## config.mk

```make
export PLATFORM = sky130hd
export DESIGN_NAME = fork_join_sched
export DESIGN_NICKNAME = d
export VERILOG_FILES = /design/src/rtl/fork_join_sched.sv
export SDC_FILE = /design/constraint.sdc
export NUM_CORES = 1
export LEC_CHECK = 0
export ABC_AREA = 1
export BUFFER_PORTS_ARGS = -buffer_cell sky130_fd_sc_hd__buf_2
export CAP_MARGIN = 30
export CORE_AREA = 2 2 91 93
export DETAILED_ROUTE_END_ITERATION = 12
export DIE_AREA = 0 0 93 95
export PLACE_DENSITY_LB_ADDON = 0.08
export SLEW_MARGIN = 15
export SYNTH_ARGS = -nofsm -noshare
export SYNTH_HDL_FRONTEND = slang
export SYNTH_SLANG_ARGS = --single-unit
export TNS_END_PERCENT = 100
```

## constraint.sdc

```tcl
create_clock -name clk -period 7.65 [get_ports clk]
set_input_delay 0.765 -clock clk [delete_from_list [all_inputs] [get_ports clk]]
set_output_delay 0.765 -clock clk [all_outputs]
set_load 0.1 [all_outputs]
```

## src/rtl/fork_join_sched.sv

```systemverilog
// Fork/join thread scheduler: allocates child slots for a fork group, launches children one per
// cycle and pulses resume to the parent under join, join_any, join_none, wait fork and disable fork.
module fork_join_sched #(
  parameter int unsigned  NUM_SLOTS = 8,
  localparam int unsigned ID_W      = $clog2(NUM_SLOTS),
  localparam int unsigned CNT_W     = $clog2(NUM_SLOTS + 1)
) (
  input  logic             clk,
  input  logic             rst_n,
  input  logic             fork_valid,
  output logic             fork_ready,
  input  logic [CNT_W-1:0] fork_count,
  input  logic [1:0]       fork_mode,
  input  logic             wait_fork,
  input  logic             kill,
  output logic             dispatch_valid,
  input  logic             dispatch_ready,
  output logic [ID_W-1:0]  dispatch_id,
  input  logic             done_valid,
  input  logic [ID_W-1:0]  done_id,
  output logic             resume,
  output logic             kill_ack,
  output logic [CNT_W-1:0] active_cnt,
  output logic             err
);

  typedef enum logic [1:0] {StIdle, StDispatch, StJoinWait, StWaitAll} state_e;

  localparam logic [1:0] ModeJoin = 2'b00;
  localparam logic [1:0] ModeAny  = 2'b01;
  localparam logic [1:0] ModeNone = 2'b10;

  state_e               state_q, state_d;
  logic [1:0]           mode_q, mode_d;
  logic [NUM_SLOTS-1:0] live_q, live_d;
  logic [NUM_SLOTS-1:0] disp_q, disp_d;
  logic [NUM_SLOTS-1:0] group_q, group_d;
  logic                 resume_q, resume_d;
  logic                 kill_ack_q, kill_ack_d;
  logic                 err_q, err_d;
  logic [CNT_W-1:0]     active_cnt_q, active_cnt_d;

  logic [NUM_SLOTS-1:0] pending, disp_oh, alloc, done_mask, done_clr;
  logic [ID_W-1:0]      disp_idx;
  logic [CNT_W-1:0]     alloc_n, free_cnt;
  logic                 done_ok, done_bad, hs, last;

  // Group children that are still waiting to be launched; the lowest one goes next.
  always_comb begin
    pending  = group_q & live_q & ~disp_q;
    disp_oh  = '0;
    disp_idx = '0;
    for (int unsigned i = 0; i < NUM_SLOTS; i++) begin
      if (pending[i] && (disp_oh == '0)) begin
        disp_oh[i] = 1'b1;
        disp_idx   = ID_W'(i);
      end
    end
  end

  // Lowest-index free slots for a new fork group.
  always_comb begin
    alloc   = '0;
    alloc_n = '0;
    for (int unsigned i = 0; i < NUM_SLOTS; i++) begin
      if (!live_q[i] && (alloc_n < fork_count)) begin
        alloc[i] = 1'b1;
        alloc_n  = alloc_n + CNT_W'(1);
      end
    end
  end

  always_comb begin
    done_mask = '0;
    for (int unsigned i = 0; i < NUM_SLOTS; i++) begin
      done_mask[i] = (done_id == ID_W'(i));
    end
  end

  assign done_ok  = |(done_mask & live_q & disp_q);
  assign done_bad = done_valid && !kill && !done_ok;
  assign done_clr = (done_valid && !kill && done_ok) ? done_mask : '0;

  assign free_cnt       = CNT_W'(NUM_SLOTS) - active_cnt_q;
  assign fork_ready     = (state_q == StIdle) && !kill && (free_cnt >= fork_count);
  assign dispatch_valid = (state_q == StDispatch) && (|pending);
  assign dispatch_id    = disp_idx;
  assign hs             = dispatch_valid && dispatch_ready && !kill;
  assign last           = ((pending & ~disp_oh) == '0);

  always_comb begin
    state_d    = state_q;
    mode_d     = mode_q;
    live_d     = live_q & ~done_clr;
    disp_d     = disp_q & ~done_clr;
    group_d    = group_q;
    resume_d   = 1'b0;
    kill_ack_d = 1'b0;
    err_d      = err_q | done_bad;

    if (kill) begin
      state_d    = StIdle;
      live_d     = '0;
      disp_d     = '0;
      group_d    = '0;
      kill_ack_d = 1'b1;
    end else begin
      unique case (state_q)
        StIdle: begin
          if (fork_valid && fork_ready) begin
            live_d  = live_d | alloc;
            group_d = alloc;
            mode_d  = (fork_mode == 2'b11) ? ModeJoin : fork_mode;
            if (fork_mode == 2'b11) begin
              err_d = 1'b1;
            end
            if (fork_count == '0) begin
              resume_d = 1'b1;
            end else begin
              state_d = StDispatch;
            end
          end else if (wait_fork && !fork_valid) begin
            if (active_cnt_q == '0) begin
              resume_d = 1'b1;
            end else begin
              state_d = StWaitAll;
            end
          end
        end
        StDispatch: begin
          if (hs) begin
            disp_d = disp_d | disp_oh;
            if (last) begin
              // Completion already visible in live_d counts toward the join condition.
              case (mode_q)
                ModeNone: begin
                  resume_d = 1'b1;
                  state_d  = StIdle;
                end
                ModeAny: begin
                  if (|(group_q & ~live_d)) begin
                    resume_d = 1'b1;
                    state_d  = StIdle;
                  end else begin
                    state_d = StJoinWait;
                  end
                end
                default: begin
                  if ((group_q & live_d) == '0) begin
                    resume_d = 1'b1;
                    state_d  = StIdle;
                  end else begin
                    state_d = StJoinWait;
                  end
                end
              endcase
            end
          end
        end
        StJoinWait: begin
          if ((mode_q == ModeAny) ? (|(group_q & ~live_d)) : ((group_q & live_d) == '0)) begin
            resume_d = 1'b1;
            state_d  = StIdle;
          end
        end
        StWaitAll: begin
          if (active_cnt_q == '0) begin
            resume_d = 1'b1;
            state_d  = StIdle;
          end
        end
        default: state_d = StIdle;
      endcase
    end

    active_cnt_d = '0;
    for (int unsigned i = 0; i < NUM_SLOTS; i++) begin
      active_cnt_d = active_cnt_d + CNT_W'(live_d[i]);
    end
  end

  always_ff @(posedge clk or negedge rst_n) begin
    if (!rst_n) begin
      state_q      <= StIdle;
      mode_q       <= ModeJoin;
      live_q       <= '0;
      disp_q       <= '0;
      group_q      <= '0;
      resume_q     <= 1'b0;
      kill_ack_q   <= 1'b0;
      err_q        <= 1'b0;
      active_cnt_q <= '0;
    end else begin
      state_q      <= state_d;
      mode_q       <= mode_d;
      live_q       <= live_d;
      disp_q       <= disp_d;
      group_q      <= group_d;
      resume_q     <= resume_d;
      kill_ack_q   <= kill_ack_d;
      err_q        <= err_d;
      active_cnt_q <= active_cnt_d;
    end
  end

  assign resume     = resume_q;
  assign kill_ack   = kill_ack_q;
  assign err        = err_q;
  assign active_cnt = active_cnt_q;

endmodule

```

### Word level (Yosys, flattened, before mapping)

Cells that the tools add are included.

* output and inout bits: 12
* word-level logic and storage cells: 198
* input port bits: 16
* register bits: 35

* equality and inequality tests: 20
* $add $sub $neg: 14
* reductions and logical operators: 56
* bitwise logic cells: 18
* mux-type cells: 72
* magnitude comparators: 9

Operators by type and width (count)
* 8-bit 2-to-1 mux: 10
* 8-bit AND: 9
* 1-bit 2-to-1 mux: 34
* 8-bit NOT: 4
* 4-bit less-than comparator: 7
* 1-bit logical AND: 25
* 4-bit by 1-bit adder with 4-bit output, second input constant: 6
* 2-bit 2-to-1 mux: 12
* 4-bit 2-to-1 mux: 6
* 8-bit OR reduction: 3
* 3-bit 2-to-1 mux: 6
* 4-bit by 1-bit adder with 4-bit output: 4
* 8-bit logical NOT: 2
* 8-bit bitwise OR: 2
* 3-bit equality test, second input constant: 4
* 4-bit logical NOT: 3
* 3-bit != test, second input constant: 4
* 1-bit logical NOT: 11
* 2-bit equality test, second input constant: 4
* 4-bit != test, second input constant: 2
* 2-bit one-hot mux with 4 select lines: 1
* 7-bit logical NOT: 1
* 7-bit AND reduction: 1
* 3-bit by 2-bit equality test with 1-bit output, second input constant: 2
* 21 further kinds: 26

### Logic depth before layout (Yosys ltp)

* depth in word-level cells: 35
* gate-level depth with buffers: 63
* mapped depth without buffers: 63

### Worst setup path after synthesis

Ideal clock, no wire load.

* path kind: input to register
* from: input fork_count[3]
* to: register active_cnt_q[2], in the netlist active_cnt[2]
* setup time: 123 ps
* setup slack: -462 ps
* path buffers: 0
* data required time: 7527 ps
* stages: 54
* data arrival time: 7989 ps
* path through: nor2_2 nand2_1 nor2_1 nor2_1 ha_1 ha_1 nand2_1 nand2_2 nand2_1 nand2_2 o21ai_0 ha_1 inv_1 nand2_1 inv_2 nand2_1 nand2_2 nand2_4 [... 18 more ...] ha_1 a211o_1 inv_1 nand2_2 inv_1 nand4_1 xnor2_1 ha_1 a2111oi_0 nand2_2 nand2_1 nand2_1 fa_1 inv_1 ha_1 inv_1 fa_1 xnor2_1

* longest elaborated chain between the ends: 29
* elaborated cells between the ends (all ways): 51
* classes of those cells: add/sub (13); order compare (9); mux (18); bitwise (1); reduce/logical (10)

RTL lines
* from (decl): RTL line 12 `input logic [CNT_W-1:0] fork_count,`
* 1-bit by 4-bit less-than comparator with 1-bit output: RTL line 66 `if (!live_q[i] && (alloc_n < fork_count)) begin`
* 1-bit logical AND: RTL line 66
* 1-bit 2-to-1 mux: RTL line 66
* 4-bit less-than comparator: RTL line 66
* 1-bit logical AND: RTL line 66
* 4-bit 2-to-1 mux: RTL line 66
* 4-bit less-than comparator: RTL line 66
* 1-bit logical AND: RTL line 66
* [... 14 more ...]
* 1-bit logical AND: RTL line 66
* 1-bit 2-to-1 mux: RTL line 66
* 8-bit bitwise OR: RTL line 111 `live_d = live_d | alloc;`
* 8-bit 2-to-1 mux *: RTL line 110 `if (fork_valid && fork_ready) begin`
* 8-bit 2-to-1 mux *: RTL line 108 `unique case (state_q)`
* 8-bit 2-to-1 mux *: RTL line 101 `if (kill) begin`
* 4-bit by 1-bit adder with 4-bit output *: RTL line 178 `active_cnt_d = active_cnt_d + CNT_W'(live_d[i]);`
* via active_cnt_d[2]: RTL line 41 `logic [CNT_W-1:0] active_cnt_q, active_cnt_d;`
* to (signal assigned): RTL line 202 `active_cnt_q <= active_cnt_d;`
* to (decl): RTL line 41

Mark *: on every way through the listed nets, which the timed path passes. The rest lies on a longest branch.
A chain may end at the register's enable or synchronous reset.

### Worst setup path in the final report

* from: input fork_count[2]
* to: register active_cnt_q[1], in the netlist active_cnt[1]

The elaborated chain is that of the path after synthesis.

==> results.yml <==
status:
  outcome: "completed"
layout:
  final_cell_mix: "inv_1, nand2_1, buf_4"
  finalNonFillerCells: 629
  final_nets: 573
  drive_above_1_share: 0.303
  diodes: 0
  nFillCells: 816
  mostFrequentLayoutCell: "inv_1"
  areaGrowthSynthToFinish_pct: 34.5
  utilization: 0.525
floorplan:
  die_w_um: 93
  die_y_um: 95
  num_rows: 33
  start_util: 0.390
  io_pins: 28
  dieArea_sq_um: 8840
  coreArea_sq_um: 7930
hold_path:
  hp-class: "reg2reg"
  hold_depth: 1
logic_synthesis:
  synth_flop_cell: "dfrtp_1"
  synth_edf_count: 0
  async_reset_ff_frac: 1.00
  syn_area_per_cell_sq_um: 7.05
  netlist_area_sq_um: 3100
  syn_nets: 489
  yosysSeqAreaShare: 0.283
  synthCells: 439
  yosys_register_bits: 35
  yosys.cell_types.count: 45
  yosysWarnings: 0
drt:
  routed_wl_mm: 8.86
  drtIter0Drc: 132
  drcViolationCount: 0
  drtAntennaViolNets: 0
  wire_per_inst_um: 14.1
  vias: 3091
  firstDrtPassIters: 4
  routed_via_density: 4.91
clock_tree:
  htree_levels: 2
  clk_pin_slew_worst_paths_ns: 0.08
  cts_num_sinks: 35
  root_buffer: "clkbuf_8"
  cts_inserted_buffers: 5
  cts_tree: "yes"
  cts_buffer_depth: 2
  worst_skew_pair.late_latency_ns: 0.29
  cts_hold_buf: 0
worst_setup_path:
  start_kind: "input pin"
  r2r_slack_ns: 0.25
  critPathCaptureType: "register"
  crit_top_cell: "nand2_2"
  worst_path_max_delay_cell: "fa_2"
  setup.worst_path.class: "in2reg"
  cp_max_fo: 4
  reg2reg_depth: 53
  cpPeakStageDelay_ns: 0.52
  critical_path_required_ns: 7.84
  arrival_ns: 7.80
placement:
  placedCellCount: 602
  port_buffers: 27
  dp_hpwl_mm: 6.87
  gp_congestion: 0.838
sta:
  hold_ws_ns: 0.496
  fin_setup_tns_ns: 0
  hold_viol_final: 0
  clock.fmax_mhz: 131
  slew_viol_final: 0
  setup_violations: 0
  worst_pin_slew_ns: 0.802
  layout_worst_path_cycle_share: 0.994
  fin_crit_ns: 7.61
  slew_headroom: 0.466
  fin_skew_ns: 0.00301
  rsz0062_at_grt: "yes"
global_route:
  antenna_found_initial: 0
  grt_max_degree: 36
  grt.total_usage: 0.206
  grt_pass1_wl_mm: 14.3
  grt-ovfl-total: 0
  first_global_vias: 2970
run:
  drv_cap: 0
pwr:
  p_leak_nw: 2.14
  power.density_nw_per_um2: 512
  ir_drop_mv: 0.323
-- path summary, 6_finish.rpt --
| check | to | from |
|---|---|---|
| worst min-delay path | err$_DFF_PN0_ | err$_DFF_PN0_ |
| max in group asynchronous | active_cnt[0]$_DFF_PN0_ | rst_n |
| worst max-delay path | active_cnt[1]$_DFF_PN0_ | fork_count[2] |
| min in group asynchronous | disp_q[1]$_DFF_PN0_ | rst_n |
| worst min register to register | err$_DFF_PN0_ | err$_DFF_PN0_ |
| worst max register to register | active_cnt[1]$_DFF_PN0_ | live_q[0]$_DFF_PN0_ |
-- cell families after synthesis --
kind of cell	share of synthesized area
simple gates	0.290
buf+inv	0.129
compound gates	0.117
fa+ha+maj	0.150
flops	0.283
xor+xnor	0.0226
mux	0.00687
other cells	0.00121
-- stage by stage --
step / power [mW] / worst slack, ns / instance area (sq um)
2_1_floorplan: 1.22 / 0.00787 / 3140
3_3_place_gp: 1.67 / -0.172 / 3650
3_5_place_dp: 1.69 / -0.366 / 3650
4_1_cts: 1.90 / 0.00126 / 3790
5_1_grt: 2.37 / -0.344 / 4160
6_report: 2.13 / 0.0447 / 4160
-- where the power goes --
part | switching (mW) | total, mW | internal (mW)
sequential | 0.0332 | 0.260 | 0.226
clock | 0.0720 | 0.178 | 0.106
combinational | 0.932 | 1.70 | 0.763
-- cells in the mapped netlist, types with 2 or more instances --
cell type / count / area share
a21oi_1: 9 / 0.015
a21oi_2: 2 / 0.0057
a221oi_1: 2 / 0.0057
buf_2: 3 / 0.0048
clkbuf_1: 3 / 0.0036
dfrtp_1: 35 / 0.28
fa_1: 4 / 0.026
ha_1: 30 / 0.12
inv_1: 94 / 0.11
inv_2: 2 / 0.0024
nand2_1: 87 / 0.11
nand2_2: 13 / 0.026
nand2_4: 2 / 0.0073
nand3_1: 36 / 0.058
nand3_2: 2 / 0.0065
nand4_1: 11 / 0.022
nor2_1: 29 / 0.035
nor3_1: 9 / 0.015
nor4_1: 3 / 0.0061
o211ai_1: 3 / 0.0073
o21ai_0: 23 / 0.037
o21ai_1: 2 / 0.0032
o22ai_1: 7 / 0.014
xnor2_1: 4 / 0.011
xor2_1: 4 / 0.011
-- sequential cells by signal, summed over array words and instances (netlist names) --
| register | cells |
|---|---|
| err | 1 |
| live_q | 8 |
| resume | 1 |
| disp_q | 8 |
| state_q | 2 |
| active_cnt | 4 |
| mode_q | 2 |
| group_q | 8 |
| kill_ack | 1 |
-- critical path: cells and delay by family --
kind	cells	cell delay (ns)
buf+inv	13	0.85
mux	1	0.32
simple gates	26	1.82
xor+xnor	3	0.43
compound gates	4	0.96
fa+ha+maj	9	2.65
-- layer usage --
| layer | vias up | global-route usage | wire length (um) |
|---|---|---|---|
| li1 | 1587 | - | - |
| met1 | 1457 | 0.277 | 4200 |
| met2 | 42 | 0.359 | 4400 |
| met3 | 5 | 0.0247 | 182 |
| met4 | 0 | 0.0429 | 74 |
| met5 | - | 0 | 0 |
-- cell type report --
type                            count  area [sq um]  share of cell area
Clock buffer                        6          82.6              0.0198
Clock inverter                      2          35.0             0.00841
Inverter                           96           367              0.0880
Multi-Input combinational cell    301          2090               0.501
Sequential cell                    35           876               0.210
Tap cell                          105           131              0.0316
Timing Repair Buffer               84           586               0.141
-- repair_timing --
| item | CTS | global route |
|---|---|---|
| resized for setup | 8 | 50 |
| endpoints found under the hold margin | 0 | 0 |
| setup buffers | 1 | 18 |
| endpoints found under the setup margin | 2 | 4 |
| pin swaps | 6 | 40 |
(Power assumes the default switching activity.)
